## src/rtl/counter_arb_if.sv

```systemverilog
// Requester-side handshake and result bus of the counter arbiter.
interface counter_arb_if;
    localparam int unsigned DATA_W = 8;
    localparam int unsigned OP_W   = 2;

    // requester 0 / 1 commands
    logic              req0;
    logic              req1;
    logic [OP_W-1:0]   op0;
    logic [OP_W-1:0]   op1;
    logic [DATA_W-1:0] data0;
    logic [DATA_W-1:0] data1;

    // grants and completion reporting
    logic              gnt0;
    logic              gnt1;
    logic              done;
    logic              done_id;
    logic [DATA_W-1:0] result;
    logic              wrap;
    logic              busy;

    // requester side
    modport master (
        output req0, req1, op0, op1, data0, data1,
        input  gnt0, gnt1, done, done_id, result, wrap, busy
    );

    // arbiter side
    modport slave (
        input  req0, req1, op0, op1, data0, data1,
        output gnt0, gnt1, done, done_id, result, wrap, busy
    );
endinterface

```

## src/rtl/counter_arb.sv

```systemverilog
// Two-requester arbiter in front of a shared 8-bit counter.
// One operation takes ISSUE (command on the counter port) then CAPTURE
// (result reported); back-to-back operations reach one per two cycles.
module counter_arb #(
    parameter bit RR = 1'b1
) (
    input  logic                clk,
    input  logic                rst,
    counter_arb_if.slave        bus,
    output logic [1:0]          cnt_c,
    output logic [7:0]          cnt_din,
    input  logic [7:0]          cnt_dout
);

    localparam int unsigned DATA_W = 8;
    localparam int unsigned OP_W   = 2;

    localparam logic [OP_W-1:0] OP_LOAD = 2'b00;
    localparam logic [OP_W-1:0] OP_INC  = 2'b01;
    localparam logic [OP_W-1:0] OP_DEC  = 2'b10;
    localparam logic [OP_W-1:0] OP_CLR  = 2'b11;

    typedef enum logic [1:0] {
        IDLE    = 2'b00,
        ISSUE   = 2'b01,
        CAPTURE = 2'b10
    } state_t;

    // Latched command of the operation in flight.
    typedef struct packed {
        logic              winner;
        logic [OP_W-1:0]   op;
        logic [DATA_W-1:0] data;
    } cmd_t;

    state_t            state_q, state_d;
    cmd_t              cmd_q, cmd_d;
    logic              last_q, last_d;

    logic              gnt0_q, gnt0_d;
    logic              gnt1_q, gnt1_d;
    logic              done_q, done_d;
    logic              done_id_q, done_id_d;
    logic [DATA_W-1:0] result_q, result_d;
    logic              wrap_q, wrap_d;
    logic              busy_q, busy_d;

    logic              any_req;
    logic              pick;
    logic [DATA_W-1:0] post_value;
    logic              post_wrap;

    // Counter value the shared counter will show after one command.
    function automatic logic [DATA_W-1:0] apply_op(
        input logic [OP_W-1:0]   op,
        input logic [DATA_W-1:0] din,
        input logic [DATA_W-1:0] cur
    );
        logic [DATA_W-1:0] nv;
        nv = cur;
        case (op)
            OP_LOAD: nv = din;
            OP_INC:  nv = cur + DATA_W'(1);
            OP_DEC:  nv = cur - DATA_W'(1);
            OP_CLR:  nv = '0;
            default: nv = cur;
        endcase
        return nv;
    endfunction

    // Arbitration: single requester wins outright; a tie goes to the
    // requester not granted last (RR=1) or always to requester 0 (RR=0).
    always_comb begin
        any_req = bus.req0 | bus.req1;
        pick    = 1'b0;
        if (bus.req0 && bus.req1) begin
            pick = RR ? ~last_q : 1'b0;
        end else if (bus.req1) begin
            pick = 1'b1;
        end
    end

    // Result and wrap of the command being issued, from the pre-op value.
    always_comb begin
        post_value = apply_op(cmd_q.op, cmd_q.data, cnt_dout);
        post_wrap  = ((cmd_q.op == OP_INC) && (cnt_dout == DATA_W'(8'hFF))) ||
                     ((cmd_q.op == OP_DEC) && (cnt_dout == DATA_W'(8'h00)));
    end

    // Next state and next values of all registered outputs.
    always_comb begin
        state_d   = state_q;
        cmd_d     = cmd_q;
        last_d    = last_q;
        gnt0_d    = 1'b0;
        gnt1_d    = 1'b0;
        done_d    = 1'b0;
        done_id_d = done_id_q;
        result_d  = result_q;
        wrap_d    = wrap_q;

        case (state_q)
            IDLE, CAPTURE: begin
                if (any_req) begin
                    state_d      = ISSUE;
                    cmd_d.winner = pick;
                    cmd_d.op     = pick ? bus.op1   : bus.op0;
                    cmd_d.data   = pick ? bus.data1 : bus.data0;
                    last_d       = pick;
                    gnt0_d       = ~pick;
                    gnt1_d       = pick;
                end else begin
                    state_d = IDLE;
                end
            end
            ISSUE: begin
                state_d   = CAPTURE;
                done_d    = 1'b1;
                done_id_d = cmd_q.winner;
                result_d  = post_value;
                wrap_d    = post_wrap;
            end
            default: begin
                state_d = IDLE;
            end
        endcase

        busy_d = (state_d != IDLE);
    end

    // State, latched command and output registers.
    always_ff @(posedge clk or posedge rst) begin
        if (rst) begin
            state_q   <= IDLE;
            cmd_q     <= '0;
            last_q    <= 1'b1;
            gnt0_q    <= 1'b0;
            gnt1_q    <= 1'b0;
            done_q    <= 1'b0;
            done_id_q <= 1'b0;
            result_q  <= '0;
            wrap_q    <= 1'b0;
            busy_q    <= 1'b0;
        end else begin
            state_q   <= state_d;
            cmd_q     <= cmd_d;
            last_q    <= last_d;
            gnt0_q    <= gnt0_d;
            gnt1_q    <= gnt1_d;
            done_q    <= done_d;
            done_id_q <= done_id_d;
            result_q  <= result_d;
            wrap_q    <= wrap_d;
            busy_q    <= busy_d;
        end
    end

    // Counter port: the latched command in ISSUE, a hold (reload own value) otherwise.
    always_comb begin
        cnt_c   = OP_LOAD;
        cnt_din = cnt_dout;
        if (state_q == ISSUE) begin
            cnt_c   = cmd_q.op;
            cnt_din = (cmd_q.op == OP_LOAD) ? cmd_q.data : '0;
        end
    end

    assign bus.gnt0    = gnt0_q;
    assign bus.gnt1    = gnt1_q;
    assign bus.done    = done_q;
    assign bus.done_id = done_id_q;
    assign bus.result  = result_q;
    assign bus.wrap    = wrap_q;
    assign bus.busy    = busy_q;

endmodule

```

## src/flat_wrapper.sv

```systemverilog
// flat-port wrapper written by rule: the top's interface ports become plain ports
module counter_arb_flat 
#(
    parameter bit RR = 1'b1
)
  (clk, rst, cnt_c, cnt_din, cnt_dout, bus_req0, bus_req1, bus_op0, bus_op1, bus_data0, bus_data1, bus_gnt0, bus_gnt1, bus_done, bus_done_id, bus_result, bus_wrap, bus_busy);
  counter_arb_if bus_i ();
  input  logic clk;
  input  logic rst;
  output logic [1:0] cnt_c;
  output logic [7:0] cnt_din;
  input  logic [7:0] cnt_dout;
  input wire logic [$bits(bus_i.req0)-1:0] bus_req0;
  input wire logic [$bits(bus_i.req1)-1:0] bus_req1;
  input wire logic [$bits(bus_i.op0)-1:0] bus_op0;
  input wire logic [$bits(bus_i.op1)-1:0] bus_op1;
  input wire logic [$bits(bus_i.data0)-1:0] bus_data0;
  input wire logic [$bits(bus_i.data1)-1:0] bus_data1;
  output wire logic [$bits(bus_i.gnt0)-1:0] bus_gnt0;
  output wire logic [$bits(bus_i.gnt1)-1:0] bus_gnt1;
  output wire logic [$bits(bus_i.done)-1:0] bus_done;
  output wire logic [$bits(bus_i.done_id)-1:0] bus_done_id;
  output wire logic [$bits(bus_i.result)-1:0] bus_result;
  output wire logic [$bits(bus_i.wrap)-1:0] bus_wrap;
  output wire logic [$bits(bus_i.busy)-1:0] bus_busy;
  assign bus_i.req0 = bus_req0;
  assign bus_i.req1 = bus_req1;
  assign bus_i.op0 = bus_op0;
  assign bus_i.op1 = bus_op1;
  assign bus_i.data0 = bus_data0;
  assign bus_i.data1 = bus_data1;
  assign bus_gnt0 = bus_i.gnt0;
  assign bus_gnt1 = bus_i.gnt1;
  assign bus_done = bus_i.done;
  assign bus_done_id = bus_i.done_id;
  assign bus_result = bus_i.result;
  assign bus_wrap = bus_i.wrap;
  assign bus_busy = bus_i.busy;
  counter_arb #(.RR(RR)) u_core (.clk(clk), .rst(rst), .bus(bus_i), .cnt_c(cnt_c), .cnt_din(cnt_din), .cnt_dout(cnt_dout));
endmodule
```

## config.mk

```make
export PLATFORM = sky130hd
export DESIGN_NAME = counter_arb_flat
export DESIGN_NICKNAME = d
export VERILOG_FILES = /design/src/rtl/counter_arb_if.sv /design/src/rtl/counter_arb.sv /design/src/flat_wrapper.sv
export SDC_FILE = /design/constraint.sdc
export NUM_CORES = 1
export LEC_CHECK = 0
export BUFFER_PORTS_ARGS = -buffer_cell sky130_fd_sc_hd__buf_2
export CAP_MARGIN = 20
export CORE_MARGIN = 2
export CORE_UTILIZATION = 40
export DETAILED_ROUTE_END_ITERATION = 8
export PLACE_DENSITY_LB_ADDON = 0.25
export SLEW_MARGIN = 30
export SYNTH_ARGS = -nofsm -noshare
export SYNTH_HDL_FRONTEND = slang
export SYNTH_SLANG_ARGS = --single-unit
```

## constraint.sdc

```tcl
create_clock -name clk -period 6.6 [get_ports clk]
set_input_delay 0.66 -clock clk [delete_from_list [all_inputs] [get_ports clk]]
set_output_delay 0.66 -clock clk [all_outputs]
set_load 0.03 [all_outputs]
```

==> flow_summary.ini <==
[cts]
cts_setup_buffers = 0
clock_latency_ps = 270
clock_path_buffers = 2
cts_resized = 0
cts_hold_buf = 0
htree_levels = 1
clk_pin_slew_ps = 90
cts-root-buf = clkbuf_8
cts_tree = done
clock-sinks = 27
numCtsBuffers = 3

[drt]
wl_per_cell_um = 13.0
wl_mm = 3.79
vias_per_cell = 5.16
drc = 0
dr.pass1.iters = 4
drt-initial-drc-count = 64
ant_nets = 0
dr_total_vias = 1507

[layout]
fin_area_mm2 = 0.00204
layout-drive-gt1-share = 0.269
syn_to_final_growth_pct = 19.5
post-route-util = 0.504
diodes = 0
num-fill-cells = 408
nets = 284

[synthesis]
synth_top_area_share = 0.380
synthAdderAreaFrac = 0.0658
syn_area_mm2 = 0.00171
yosys_warnings = 0
synth_area_leaders = dfrtp_1, nand2_1, ha_1
synth_top_family_by_area = simple AND/OR/NAND/NOR gates
avgSynthCellArea_um2 = 8.86
synth_xor_area_frac = 0.0461
synthCells = 193
synthTopCellsByCount = nand2_1, dfrtp_1, nor2_1, o21ai_0, mux2i_1
ys.flop_type = dfrtp_1
synth-edff-count = 0
synth_compound_gate_area_share = 0.165
synthSimpleGateAreaFrac = 0.214
syn-num-nets = 234
synthDistinctLibCells = 44
yosysSeqAreaShare = 0.396
synth_mux_area_frac = 0.0585
yosys.area.top_type = dfrtp_1
async_reset_ff_frac = 1.00
yosys_register_bits = 27
yosys.cell_count.top_type = nand2_1

[power_and_ir_drop]
internal_power_mw = 0.358
swShare = 0.435
powerDensity_mw_per_mm2 = 310
p_clk_frac = 0.146
vdd_ir_drop_max_mv = 0.137
p_leak_nw = 1.07
combPwrFrac = 0.481
power_switching_mw = 0.275
p_seq_frac = 0.373

[critical_path]
r2r_cells = 9
path_class = reg -> out
endpoint = cnt_din[0]
r2r-start = u_core.cmd_q[8]$_DFFE_PP0P_
cp.depth = 4
cp.arrival_ps = 2200
path_delay_family = buffers and inverters
critPathSlowestCell = nand2b_1
cp_data_required_time_ps = 5940
r2r_setup_slack_ps = 4100
startpoint = u_core.state_q[0]$_DFF_PP0_
slowest_delay_ps = 500
startpoint_type = flop
endpoint_kind = output port
cp_num_buf_inv = 2
path_cells = nand2b_1 > inv_1 > o21ai_0 > buf_2
r2r_end = u_core.bus.result[6]$_DFFE_PP0P_
path_max_fanout = 22

[floorplan]
rows = 23
dieWidth_um = 69.4
die_h_um = 69.4
die_area_mm2 = 0.00481
start_util = 0.422
coreArea_mm2 = 0.00406
ioPinCount = 56

[sta]
setup_slack_ps = 3740
hold_viol = 0
finalMaxSlewViolations = 0
rsz0062_at_grt = false
skew_ps = 5.17
slew_headroom = 0.526
max_clock_freq_mhz = 350
fin_crit_ps = 2860
tightestPinTransition_ps = 709
tns_ps = 0
setup_viol = 0
fin_crit_sh = 0.433

[grt]
grt_overflow = 0
grtUsageTotal = 0.161
grt_max_degree = 28
grt_pass1_wl_mm = 6.38
grt_antenna_before_repair = 0
grt_pass1_vias = 1386

[place]
port_buffers = 55
dp_hpwl_mm = 2.93
place_ws_ps = 4050
gp_congestion = 0.820
placed_area_mm2 = 0.00200

[worst_hold_path]
min_path_type = in -> async

[job]
maxCapViolCount = 0

[status]
outcome = completed
[cell type report]
| cell class | count | area [um^2] | area share |
|---|---|---|---|
| Clock buffer | 3 | 41.3 | 0.0202 |
| Timing Repair Buffer | 57 | 290 | 0.142 |
| Sequential cell | 27 | 677 | 0.331 |
| Clock inverter | 1 | 5.00 | 0.00245 |
| Tap cell | 50 | 62.6 | 0.0306 |
| Inverter | 7 | 26.3 | 0.0129 |
| Multi-Input combinational cell | 147 | 941 | 0.461 |
[placed cells by master (no fill, tap or decap), types with 3 or more instances in the layout]
cell      instances
a21o_1            4
o21ai_0          12
nand3_1           9
xnor2_1           3
nand2_1          31
a221oi_1          4
mux2i_1          10
clkbuf_8          3
ha_1              9
xor2_1            6
buf_2            55
nand4_1           5
nor2_1           17
dfrtp_1          26
inv_1             6
a21oi_1           7
[worst reg2reg max path, cell delays in order, from the launching register on]
cell	delay, ps
dfrtp_1	400
inv_1	140
ha_1	520
xor2_1	140
ha_1	220
a21boi_1	130
o22a_1	250
o311a_1	350
a31oi_1	170
a211o_1	110
[cell families (layout without fill, tap and decap cells)]
family / after synthesis / after routing
AO/OA/AOI/OAI: 42 / 42
XOR/XNOR: 9 / 9
adder cells (fa/ha/maj): 9 / 9
buffers and inverters: 19 / 68
flip-flops: 27 / 27
multiplexers: 10 / 10
AND/OR/NAND/NOR: 77 / 77
[routing by layer]
metal	vias up	GRT usage	routed length, um
li1	773	-	-
met1	681	0.241	1920
met2	49	0.241	1620
met3	4	0.0203	201
met4	0	0.0523	49
met5	-	0	0
[through the flow]
stage / hold slack (ps) / total power [mW] / std cells
after CTS: 446 / 0.641 / 292
after global placement: 460 / 0.545 / 288
after global routing: 468 / 0.684 / 292
after floorplan: 439 / 0.465 / 193
after detailed placement: 474 / 0.547 / 288
final: 421 / 0.634 / 292
[power by group through the flow]
stage,Sequential (mW),Clock (mW),Combinational (mW)
floorplan,0.293,0,0.171
global placement,0.240,0,0.305
detailed placement,0.240,0,0.307
CTS,0.237,0.0963,0.308
global route,0.245,0.103,0.336
finish,0.236,0.0925,0.305
[state kept, by name, summed over array words and instances (netlist names)]
| register | flops |
|---|---|
| u_core.cmd_q | 11 |
| u_core.bus.result | 8 |
| u_core.bus.busy | 1 |
| u_core.bus.done | 1 |
| u_core.bus.done_id | 1 |
| u_core.bus.gnt0 | 1 |
| u_core.bus.gnt1 | 1 |
| u_core.bus.wrap | 1 |
| u_core.last_q | 1 |
| u_core.state_q | 1 |
[worst min-delay path by stage]
stage                     slack [ps]                          endpoint  cells past startpoint
after global routing             470  u_core.bus.result[6]$_DFFE_PP0P_                      2
after floorplan                  440    u_core.bus.done_id$_DFFE_PP0P_                      2
after detailed placement         470      u_core.cmd_q[10]$_DFFE_PP0P_                      1
after global placement           460    u_core.bus.done_id$_DFFE_PP0P_                      2
final                            420  u_core.bus.result[6]$_DFFE_PP0P_                      2
after CTS                        450  u_core.bus.result[4]$_DFFE_PP0P_                      2
No activity file was read; power rests on OpenSTA's default activity.
